## src/rtl/ntt_sched_pkg.sv

```systemverilog
// Shared types for the NTT/INTT job scheduler: FSM state encoding
// and the job mode encoding used on req_mode/owner_mode.
package ntt_sched_pkg;

    typedef enum logic [2:0] {
        S_IDLE  = 3'd0,
        S_START = 3'd1,
        S_RUN   = 3'd2,
        S_DRAIN = 3'd3,
        S_RESP  = 3'd4
    } sched_state_e;

    localparam logic MODE_NTT  = 1'b0;
    localparam logic MODE_INTT = 1'b1;

endpackage

```

## src/rtl/rr_arbiter.sv

```systemverilog
// Combinational round-robin pick: first set bit of req at or after
// ptr, wrapping. Ports: req, ptr in; grant_idx, grant_any out.
module rr_arbiter #(
    parameter int NUM_REQ   = 4,
    parameter int REQ_IDX_W = 2
) (
    input  logic [NUM_REQ-1:0]   req,
    input  logic [REQ_IDX_W-1:0] ptr,
    output logic [REQ_IDX_W-1:0] grant_idx,
    output logic                 grant_any
);

    int                   j;
    logic [REQ_IDX_W-1:0] idx;

    // Scan from the farthest offset down so the nearest
    // requester at/after ptr is the last (winning) write.
    always_comb begin
        grant_idx = '0;
        grant_any = |req;
        j         = 0;
        idx       = '0;
        for (int i = NUM_REQ - 1; i >= 0; i--) begin
            j   = (int'(ptr) + i) % NUM_REQ;
            idx = REQ_IDX_W'(j);
            if (req[idx]) begin
                grant_idx = idx;
            end
        end
    end

endmodule

```

## src/rtl/ntt_job_sched.sv

```systemverilog
// Round-robin scheduler sharing one NTT and one INTT core between
// NUM_REQ requesters; owns the bank mux from START through DRAIN.
// Ports: clk, rst (sync, active high); req_valid/req_mode in,
// req_ack/rsp_done/rsp_err out; ntt/intt start out, done in;
// owner_valid/owner_idx/owner_mode drive the bank and core muxes;
// busy = not idle. All outputs are registered.
// Optional build macro NTT_SCHED_WDOG_EN adds a RUN watchdog that
// aborts a job after WDOG_LIMIT cycles with rsp_err.
module ntt_job_sched
    import ntt_sched_pkg::*;
#(
    parameter int NUM_REQ    = 4,
    parameter int REQ_IDX_W  = 2,
    parameter int DRAIN_CYC  = 2,
    parameter int WDOG_W     = 16,
    parameter int WDOG_LIMIT = 8192
) (
    input  logic                 clk,
    input  logic                 rst,
    input  logic [NUM_REQ-1:0]   req_valid,
    input  logic [NUM_REQ-1:0]   req_mode,
    output logic [NUM_REQ-1:0]   req_ack,
    output logic [NUM_REQ-1:0]   rsp_done,
    output logic [NUM_REQ-1:0]   rsp_err,
    output logic                 ntt_start,
    output logic                 intt_start,
    input  logic                 ntt_done,
    input  logic                 intt_done,
    output logic                 owner_valid,
    output logic [REQ_IDX_W-1:0] owner_idx,
    output logic                 owner_mode,
    output logic                 busy
);

    localparam int DRAIN_W = (DRAIN_CYC > 1) ? $clog2(DRAIN_CYC) : 1;

    sched_state_e         state_q;
    sched_state_e         state_d;
    logic [REQ_IDX_W-1:0] rr_ptr;
    logic [REQ_IDX_W-1:0] grant_idx;
    logic                 grant_any;
    logic [DRAIN_W-1:0]   drain_cnt;
    logic                 owner_done;
    logic                 wdog_exp;
    logic                 wdog_hit;

    rr_arbiter #(
        .NUM_REQ   (NUM_REQ),
        .REQ_IDX_W (REQ_IDX_W)
    ) u_arb (
        .req       (req_valid),
        .ptr       (rr_ptr),
        .grant_idx (grant_idx),
        .grant_any (grant_any)
    );

    // Only the done of the core this job was started on counts.
    assign owner_done = (owner_mode == MODE_NTT) ? ntt_done : intt_done;

`ifdef NTT_SCHED_WDOG_EN
    logic [WDOG_W-1:0] wdog_cnt;

    assign wdog_exp = (wdog_cnt == WDOG_W'(WDOG_LIMIT - 1));

    always_ff @(posedge clk) begin
        if (rst) begin
            wdog_cnt <= '0;
        end else if (state_d == S_RUN && state_q != S_RUN) begin
            wdog_cnt <= '0;
        end else if (state_q == S_RUN) begin
            wdog_cnt <= wdog_cnt + 1'b1;
        end
    end
`else
    logic [31:0] unused_wdog;

    assign wdog_exp    = 1'b0;
    assign unused_wdog = 32'(WDOG_W) ^ 32'(WDOG_LIMIT);
`endif

    always_comb begin
        state_d  = state_q;
        wdog_hit = 1'b0;
        unique case (state_q)
            S_IDLE: begin
                if (grant_any) begin
                    state_d = S_START;
                end
            end
            S_START: begin
                state_d = S_RUN;
            end
            S_RUN: begin
                // A done coinciding with expiry takes the normal path.
                if (owner_done) begin
                    state_d = S_DRAIN;
                end else if (wdog_exp) begin
                    state_d  = S_RESP;
                    wdog_hit = 1'b1;
                end
            end
            S_DRAIN: begin
                if (drain_cnt == '0) begin
                    state_d = S_RESP;
                end
            end
            S_RESP: begin
                state_d = S_IDLE;
            end
            default: begin
                state_d = S_IDLE;
            end
        endcase
    end

    always_ff @(posedge clk) begin
        if (rst) begin
            state_q     <= S_IDLE;
            rr_ptr      <= '0;
            drain_cnt   <= '0;
            req_ack     <= '0;
            rsp_done    <= '0;
            rsp_err     <= '0;
            ntt_start   <= 1'b0;
            intt_start  <= 1'b0;
            owner_valid <= 1'b0;
            owner_idx   <= '0;
            owner_mode  <= 1'b0;
            busy        <= 1'b0;
        end else begin
            state_q     <= state_d;
            req_ack     <= '0;
            rsp_done    <= '0;
            rsp_err     <= '0;
            ntt_start   <= 1'b0;
            intt_start  <= 1'b0;
            busy        <= (state_d != S_IDLE);
            owner_valid <= (state_d == S_START) ||
                           (state_d == S_RUN)   ||
                           (state_d == S_DRAIN);

            if (state_q == S_IDLE && grant_any) begin
                owner_idx  <= grant_idx;
                owner_mode <= req_mode[grant_idx];
                req_ack    <= NUM_REQ'(1) << grant_idx;
            end

            if (state_q == S_START) begin
                ntt_start  <= (owner_mode == MODE_NTT);
                intt_start <= (owner_mode == MODE_INTT);
            end

            // Hold the bank for the last BRAM write-back after done.
            if (state_q == S_RUN && owner_done) begin
                drain_cnt <= DRAIN_W'(DRAIN_CYC - 1);
            end else if (state_q == S_DRAIN && drain_cnt != '0) begin
                drain_cnt <= drain_cnt - 1'b1;
            end

            if (state_d == S_RESP) begin
                rsp_done <= NUM_REQ'(1) << owner_idx;
                rsp_err  <= wdog_hit ? (NUM_REQ'(1) << owner_idx) : '0;
            end

            if (state_q == S_RESP) begin
                if (int'(owner_idx) == NUM_REQ - 1) begin
                    rr_ptr <= '0;
                end else begin
                    rr_ptr <= owner_idx + 1'b1;
                end
            end
        end
    end

endmodule

```

## config.mk

```make
export PLATFORM = sky130hd
export DESIGN_NAME = ntt_job_sched
export DESIGN_NICKNAME = d
export VERILOG_FILES = /design/src/rtl/ntt_sched_pkg.sv /design/src/rtl/rr_arbiter.sv /design/src/rtl/ntt_job_sched.sv
export SDC_FILE = /design/constraint.sdc
export NUM_CORES = 1
export LEC_CHECK = 0
export BUFFER_PORTS_ARGS = -buffer_cell sky130_fd_sc_hd__buf_2
export CORE_MARGIN = 8
export CORE_UTILIZATION = 38
export DETAILED_ROUTE_END_ITERATION = 7
export HOLD_SLACK_MARGIN = 0.15
export PLACE_DENSITY = 0.7
export SYNTH_ARGS = -nofsm -noshare
export SYNTH_HDL_FRONTEND = slang
export SYNTH_SLANG_ARGS = --single-unit
```

## constraint.sdc

```tcl
create_clock -name clk -period 2.3 [get_ports clk]
set_input_delay 0 -clock clk [delete_from_list [all_inputs] [get_ports clk]]
set_output_delay 0 -clock clk [all_outputs]
set_load 0.05 [all_outputs]
```

==> summary.md, run 1 <==
| Metric | Value |
|---|---|
| Area of the die | 0.00394 mm2 |
| Clock power frac | 0.211 |
| # nets final | 139 |
| Total CTS buffers | 3 |
| Drt total wl | 1850 um |
| 1st-pass router iterations | 4 |
| Clock Path Buffers | 2 |
| Num rows | 17 |
| P_leak | 0.493 nW |
| Initial DRC count | 17 |
| Synth Area in XOR/XNOR | 0 |
| Most frequent cell after synthesis | dfxtp_1 |
| FMAX | 0.465 GHz |
| Cell Area, Placed | 972 um2 |
| Fin. max-slew vios | 0 |
| Int Power | 540 uW |
| Most used cell, CP | mux2i_1 |
| First-pass GRT wire length | 3150 um |
| Largest family of logic cells by synthesized area | simple AND/OR/NAND/NOR gates |
| Max-cap violations | 0 |
| TritonCTS clock tree | yes |
| ANT cells | 0 |
| EDFF count, synth | 0 |
| Core Footprint | 0.00215 mm2 |
| Mux cell area share after synthesis | 0.0617 |
| Synth warnings | 0 |
| Hold Path Class | in2reg |
| Worst Skew | 1.42 ps |
| Largest net degree at the start of global routing | 13 |
| Post-synthesis adder-cell area fraction | 0.0151 |
| RePlAce Congestion | 0.767 |
| Worst path cell trace | mux2i_1 -> o22ai_1 -> nor2_1 -> mux2i_1 -> dlygate4sd3_1 -> o221ai_1 |
| Initial Util | 0.387 |
| Worst hold margin | 179 ps |
| PD cells | 759 mW/mm2 |
| Clock transition at the registers of the reported paths | 110 ps |
| Req. time, crit path | 2490 ps |
| Sw power | 295 uW |
| Residual DRC count | 0 |
| Cell variety after synth | 28 |
| Die height | 62.8 um |
| Root buffer cell | clkbuf_4 |
| Min Tclk post-route | 2150 ps |
| Share of cells above drive strength 1 | 0.280 |
| Critical Path Fanout Max | 6 |
| Avg WL per Cell | 12.1 um |
| Final hold vios | 0 |
| Synth Register Bits | 21 |
| P&R area growth vs syn | 32.4% |
| Final Power | 835 uW |
| Commonest cells in the synthesized netlist | 21 x dfxtp_1, 13 x nor2_1, 7 x a21oi_1, 5 x nand2_1 |
| CP peak stage delay | 560 ps |
| Setup violators final | 0 |
| Critical path endpoint category | register |
| CP Launch Type | register |
| Share of the core filled with cells | 0.512 |
| Main flop type after synthesis | dfxtp_1 |
| Synth Area in Simple Gates | 0.217 |
| H-tree Lvls | 1 |
| Combinational fraction of design power | 0.287 |
| Area leader, netlist | dfxtp_1 |
| Status | finished, final reports clean |
| I/O Buffers | 26 |
| TNS Setup | 0 ps |
| Vias per Instance | 4.86 |
| Mapped Avg Cell Area | 9.55 um2 |
| Synth Area in Compound Gates | 0.149 |
| Top cell type's share of synthesized area | 0.506 |
| Synth async-reset ratio | 0 |
| Sequential element share of the synthesized area | 0.506 |
| Worst vdd ir | 280 uV |
| Vias in the first global route | 721 |
| Min setup slack post-route | 150 ps |
| Routed vias | 743 |
| Fin crit share | 0.935 |
| Final Non-Filler Cells | 153 |
| HPWL Detailed | 1360 um |
| I/O pin count | 31 |
| Final Instance Area | 0.00110 mm2 |
| Sink Count | 21 |
| Max stage delay cell, worst path | dlygate4sd3_1 |
| Reg power frac | 0.502 |
| Die X | 62.8 um |
| Kind of critical path | reg2reg |
| GRT Overall Usage | 0.0971 |
| Placed Cells incl. Taps | 139 |
| Initial antenna violation count | 0 |
| Remaining antenna violation count after routing | 0 |
| Synth Instances | 87 |
| Clk_lat worst skew | 300 ps |
| Overflow after GRT | 0 |
| FILL cells | 206 |
| Net Sw Frac | 0.353 |
| RSZ-0062 raised after global routing | no |
| Main area contributors after synthesis | dfxtp_1 51%, nor2_1 5.9%, mux2i_1 4.8%, a21oi_1 4.2%, buf_4 3.6% |
| Worst endpoint data arrival time | 2340 ps |
| DP Worst Slack | 787 ps |
| Post-Synthesis Cell Area | 831 um2 |
==> registers in the layout, indices dropped and copies added (netlist names) <==
signal,cells
owner_mode,1
req_ack,4
owner_valid,1
ntt_start,1
rsp_done,4
intt_start,1
drain_cnt,1
state_q,3
busy,1
owner_idx,2
rr_ptr,2
==> layer usage <==
| metal | wire, um | global-route usage |
|---|---|---|
| met1 | 741 | 0.0943 |
| met2 | 975 | 0.172 |
| met3 | 64 | 0.0233 |
| met4 | 67 | 0.0769 |
| met5 | 0 | 0 |
==> what timing repair did <==
item	CTS	global route
hold buffers	10	0
hold endpoints to repair	12	0
gates resized for setup	0	0
setup buffers	0	0
==> power by group through the flow <==
stage	Clock, mW	Sequential (mW)	Combinational (mW)
2_1_floorplan	0	0.497	0.0994
4_1_cts	0.185	0.419	0.240
3_3_place_gp	0	0.426	0.216
6_report	0.176	0.419	0.240
3_5_place_dp	0	0.427	0.217
5_1_grt	0.201	0.424	0.257
==> logic make-up after synthesis <==
logic type	count (synthesis)
AO/OA/AOI/OAI	18
adder cells (fa/ha/maj)	1
buffers and inverters	6
flip-flops	21
multiplexers	5
other	1
AND/OR/NAND/NOR	35
==> worst max-delay path: cells and delay by family (launching register included) <==
kind / cells / cell delay, ps
mux: 2 / 450
flops: 1 / 440
simple gates: 1 / 340
buf+inv: 1 / 560
compound gates: 2 / 230
==> cell usage in the layout (no fill, tap or decap), types with 2 or more instances in the layout <==
cell type	instances
o21ai_0	4
buf_2	26
conb_1	4
mux2i_1	4
clkbuf_4	3
dlygate4sd3_1	10
nor4b_1	2
o22ai_1	2
or2_2	2
nor2_1	13
a31oi_1	2
a21oi_1	7
nor3_1	2
nand2b_1	3
nand3_1	2
nand2_1	5
dfxtp_1	21
==> area by class of cell <==
class,instances,area (um2),area share
Sequential cell,21,420,0.382
Multi-Input combinational cell,63,383,0.348
Timing Repair Buffer,36,230,0.209
Tap cell,28,35.0,0.0319
Clock buffer,3,22.5,0.0205
Clock inverter,1,5.00,0.00455
Inverter,1,3.75,0.00341
==> worst paths after layout <==
| check | from | endpoint | slack (ps) | depth (start not counted) |
|---|---|---|---|---|
| worst min register to register | drain_cnt | state_q[0] | 510 | 2 |
| worst max-delay path | rr_ptr[1] | owner_mode | 150 | 6 |
| worst min-delay path | intt_done | state_q[0] | 180 | 4 |
| worst max register to register | rr_ptr[1] | owner_mode | 150 | 6 |
No activity file was read; power rests on OpenSTA's default activity.
==> run 2, diff against run 1 <==
- PLACE_DENSITY: 0.7 -> 0.75
==> summary.md, run 2 (same netlist as run 1, synthesis figures left out) <==
| Metric | Value |
|---|---|
| Avg WL per Cell | 12.8 um (+5.8%) |
| RePlAce Congestion | 0.755 (-1.6%) |
| Critical path endpoint category | register |
| RSZ-0062 raised after global routing | no |
| Final hold vios | 0 (unchanged) |
| FILL cells | 198 (-3.9%) |
| Remaining antenna violation count after routing | 0 (unchanged) |
| Total CTS buffers | 3 (unchanged) |
| Residual DRC count | 0 (unchanged) |
| ANT cells | 0 (unchanged) |
| Hold Path Class | in2reg |
| Setup violators final | 0 (unchanged) |
| Root buffer cell | clkbuf_4 |
| Placed Cells incl. Taps | 139 (unchanged) |
| I/O Buffers | 26 (unchanged) |
| Initial DRC count | 18 (+1) |
| Commonest non-fill, non-tap cells in the layout | 26 x buf_2, 21 x dfxtp_1, 13 x nor2_1, 8 x dlygate4sd3_1, 7 x a21oi_1 |
| Min Tclk post-route | 2140 ps (-11.5 ps) |
| Overflow after GRT | 0 (unchanged) |
| Fin. max-slew vios | 0 (unchanged) |
| DP Worst Slack | 744 ps (-43.6 ps) |
| Req. time, crit path | 2480 ps (about the same) |
| P&R area growth vs syn | 30.0% |
| Fin crit share | 0.930 (-0.00499) |
| Post-CTS Setup Inserts | 0 (unchanged) |
| Initial Util | 0.387 (unchanged) |
| Max-cap violations | 0 (unchanged) |
| 1st-pass router iterations | 4 (unchanged) |
| H-tree Lvls | 1 (unchanged) |
| # nets final | 137 (-1.4%) |
| Largest regs | req_ack (4), rsp_done (4), state_q (3) |
| Final Non-Filler Cells | 151 (-1.3%) |
| First-pass GRT wire length | 3240 um (+3.1%) |
| Worst Skew | 2.05 ps (+0.627 ps) |
| Die height | 62.8 um (unchanged) |
| Routed vias | 755 (+1.6%) |
| Worst vdd ir | 306 uV (+9.1%) |
| Die X | 62.8 um (unchanged) |
| P_leak | 0.482 nW (-2.2%) |
| Sink Count | 21 (unchanged) |
| I/O pin count | 31 (unchanged) |
| CTS resizes | 0 (unchanged) |
| Critical Path Fanout Max | 6 (unchanged) |
| FMAX | 0.468 GHz (+0.54%) |
| CP Launch Type | register |
| TritonCTS clock tree | yes |
| TNS Setup | 0 ps (unchanged) |
| Area of the die | 0.00394 mm2 (unchanged) |
| Status | finished, final reports clean |
| PD cells | 768 mW/mm2 (+1.2%) |
| Clock transition at the registers of the reported paths | 110 ps (about the same) |
| Num rows | 17 (unchanged) |
| Clock Path Buffers | 2 (unchanged) |
| Share of the core filled with cells | 0.503 (-0.00932) |
| Drt total wl | 1930 um (+4.4%) |
| Clk_lat worst skew | 300 ps (about the same) |
| Kind of critical path | reg2reg |
| Vias in the first global route | 786 (+9.0%) |
| FF-to-FF setup slack | 160 ps (about the same) |
| Initial antenna violation count | 0 (unchanged) |
| Min setup slack post-route | 162 ps (+11.5 ps) |
| GRT Overall Usage | 0.0975 (+0.000368) |
| HPWL Detailed | 1480 um (+8.6%) |
| Share of cells above drive strength 1 | 0.285 (+0.00455) |
| Worst endpoint data arrival time | 2320 ps (-20 ps) |
| Core Footprint | 0.00215 mm2 (unchanged) |
| Commonest non-fill, non-tap cell in the layout | buf_2 |
| Vias per Instance | 5.00 (+3.0%) |
| Largest net degree at the start of global routing | 13 (unchanged) |
[run 2: worst max-delay path, stage by stage (launching register included)]
cell	delay, ps
dfxtp_1	440
mux2i_1	210
o22ai_1	130
nor2_1	340
mux2i_1	230
dlygate4sd3_1	570
o221ai_1	110
[run 2: cell type report]
class                   count  area (um2)  share of cell area
flip-flops and latches     21         420               0.389
multi-input cells          63         383               0.355
repair buffers             34         210               0.195
well taps                  28        35.0              0.0324
clock buffers               3        22.5              0.0209
clock inverters             1        5.00             0.00463
inverters                   1        3.75             0.00348
[run 2: what timing repair did]
item,CTS,global route
hold buffers,8,0
endpoints found under the setup margin,0,0
hold endpoints to repair,10,0
[run 2: power by group]
| group | internal (mW) | switching [mW] |
|---|---|---|
| sequential | 0.394 | 0.0250 |
| combinational | 0.0780 | 0.161 |
| clock | 0.0647 | 0.107 |
[run 2: final timing paths]
| path | startpoint | to | cells past startpoint |
|---|---|---|---|
| worst max-delay path | rr_ptr[1] | owner_mode | 6 |
| worst min-delay path | req_valid[3] | req_ack[1] | 4 |
| worst max register to register | rr_ptr[1] | owner_mode | 6 |
| worst min register to register | drain_cnt | drain_cnt | 2 |
[run 2: metrics by stage]
step	hold WS, ps	power [mW]	instance area [um2]
final	154	0.830	1080
after floorplan	69.1	0.596	842
after global placement	259	0.642	972
after detailed placement	257	0.648	972
after global routing	164	0.872	1080
after CTS	154	0.833	1080
[run 2: routing by layer]
layer,global-route usage,vias to the layer above,part of all wire,wire length (um)
li1,-,374,-,-
met5,0,-,0,0
met4,0.0541,0,0.014,27
met1,0.0881,361,0.38,729
met3,0.0269,2,0.038,74
met2,0.189,18,0.57,1100
==> run 3, diff against run 2 <==
- REMOVE_ABC_BUFFERS: not set -> 1
- clock period: 2.3 -> 2.25 ns (I/O delays scaled with it)
==> summary.md, run 3 (same netlist as run 1, synthesis figures left out) <==
| Metric | Value |
|---|---|
| Worst endpoint data arrival time | 2210 ps (-110 ps) |
| RePlAce Congestion | 0.747 (-1.1%) |
| Initial Util | 0.387 (unchanged) |
| Core Footprint | 0.00215 mm2 (unchanged) |
| Hold Path Class | in2reg |
| Clk_lat worst skew | 300 ps (about the same) |
| Largest regs | req_ack (4), rsp_done (4), state_q (3) |
| Met2 Use GR | 0.193 (+0.00388) |
| Total CTS buffers | 3 (unchanged) |
| TritonCTS clock tree | yes |
| TNS Setup | 0 ps (unchanged) |
| # nets final | 138 (+0.73%) |
| Cell Area, Placed | 972 um2 (unchanged) |
| Initial antenna violation count | 0 (unchanged) |
| Area of the die | 0.00394 mm2 (unchanged) |
| RSZ-0062 raised after global routing | no |
| P&R area growth vs syn | 31.3% |
| Fin crit share | 0.900 (-0.0295) |
| Final hold vios | 0 (unchanged) |
| Routed vias | 736 (-2.5%) |
| Req. time, crit path | 2440 ps (-40 ps) |
| Kind of critical path | reg2reg |
| HPWL Detailed | 1440 um (-2.6%) |
| Final Instance Area | 0.00109 mm2 (+1.0%) |
| GRT Max-Usage Layer | met2 |
| Crit Reg-Reg Endpoint | owner_mode |
| Sink Count | 21 (unchanged) |
| Hold EP | drain_cnt |
| Met1 Resource Use GR | 0.100 (+0.0123) |
| Residual DRC count | 0 (unchanged) |
| Final Non-Filler Cells | 152 (+0.66%) |
| Share of the core filled with cells | 0.508 (+0.00524) |
| Worst r2r src | rr_ptr[1] |
| Initial DRC count | 24 (+6) |
| Worst min-delay path startpoint | ntt_done |
| Final Power | 846 uW (+1.9%) |
| Max-cap violations | 0 (unchanged) |
| DP Worst Slack | 686 ps (-57.6 ps) |
| Commonest non-fill, non-tap cells in the layout | 26 x buf_2, 21 x dfxtp_1, 12 x nor2_1, 9 x dlygate4sd3_1, 7 x a21oi_1 |
| Worst vdd ir | 346 uV (+13%) |
| R2R cell count | 6 (unchanged) |
| PD cells | 775 mW/mm2 (+0.87%) |
| Clock transition at the registers of the reported paths | 110 ps (about the same) |
| FMAX | 0.494 GHz (+5.6%) |
| Met3 usage | 0.0251 (-0.00179) |
| Setup violators final | 0 (unchanged) |
| GRT Overall Usage | 0.103 (+0.00585) |
| ANT cells | 0 (unchanged) |
| FF-to-FF setup slack | 220 ps (+60 ps) |
| I/O pin count | 31 (unchanged) |
| Clock Path Buffers | 2 (unchanged) |
| Die X | 62.8 um (unchanged) |
| Largest net degree at the start of global routing | 12 (-1) |
| H-tree Lvls | 1 (unchanged) |
| Root buffer cell | clkbuf_4 |
| Min setup slack post-route | 225 ps (+62.9 ps) |
| Critical path endpoint category | register |
| Vias in the first global route | 785 (-0.13%) |
| Placed Cells incl. Taps | 139 (unchanged) |
| Critical Path Fanout Max | 6 (unchanged) |
| Die height | 62.8 um (unchanged) |
| Post-CTS Setup Inserts | 0 (unchanged) |
| 1st-pass router iterations | 5 (+1) |
| Num rows | 17 (unchanged) |
| P_leak | 0.484 nW (+0.31%) |
| CP Launch Type | register |
| Worst Skew | 7.42 ps (+5.37 ps) |
| I/O Buffers | 26 (unchanged) |
| Vias per Instance | 4.84 (-3.2%) |
| FILL cells | 205 (+3.5%) |
| Avg WL per Cell | 12.2 um (-4.3%) |
| Worst hold margin | 166 ps (+11.7 ps) |
| Remaining antenna violation count after routing | 0 (unchanged) |
| Min Tclk post-route | 2030 ps (-113 ps) |
| WHS Path Cells | 4 (unchanged) |
| Fin. max-slew vios | 0 (unchanged) |
| Commonest non-fill, non-tap cell in the layout | buf_2 |
| Overflow after GRT | 0 (unchanged) |
| Share of cells above drive strength 1 | 0.282 (-0.00229) |
| Status | finished, final reports clean |
| First-pass GRT wire length | 3380 um (+4.3%) |
| Drt total wl | 1860 um (-3.7%) |
## run 3: changes by cell type in the layout (fill, tap and decap cells not counted), sizes merged
cell,change
clkbuf,+1
clkinv,-1
dlygate4sd3,+1
## run 3: layout make-up
cell class	instances	area (um2)	share of cell area
inverters	1	3.75	0.00344
repair buffers	35	220	0.202
flip-flops and latches	21	420	0.385
clock buffers	4	26.3	0.0241
multi-input cells	63	385	0.353
well taps	28	35.0	0.0321
## run 3: worst max-delay path by stage
stage,from,to,slack (ps),depth (start not counted)
after floorplan,rr_ptr[1],owner_mode,850,5
after global placement,rr_ptr[1],owner_mode,790,5
after detailed placement,rr_ptr[1],owner_mode,690,5
after CTS,rr_ptr[1],owner_mode,140,6
after global routing,rr_ptr[1],owner_mode,90,6
final,rr_ptr[1],owner_mode,220,6
## run 3: critical path: stages (launching register included)
cell           delay, ps
dfxtp_1              450
mux2i_1              220
o22ai_1              140
nor2_2               230
mux2i_1              210
dlygate4sd3_1        560
o221ai_1             100
## run 3: metal layers
layer	vias to the layer above	routed length [um]
met5	-	0
met2	22	993
met1	337	731
li1	373	-
met3	4	91
met4	0	42
## run 3: repair_timing
item | CTS | global route
resized for setup | 0 | 1
hold endpoints to repair | 12 | 0
hold buffers | 9 | 0
endpoints found under the setup margin | 0 | 1
## run 3: where the power goes
group / total, mW / switching, mW / leakage, nW / internal, mW
combinational: 0.243 / 0.162 / 0.297 / 0.0810
sequential: 0.429 / 0.0263 / 0.171 / 0.403
clock: 0.174 / 0.105 / 0.0150 / 0.0690
total: 0.846 / 0.293 / 0.484 / 0.553
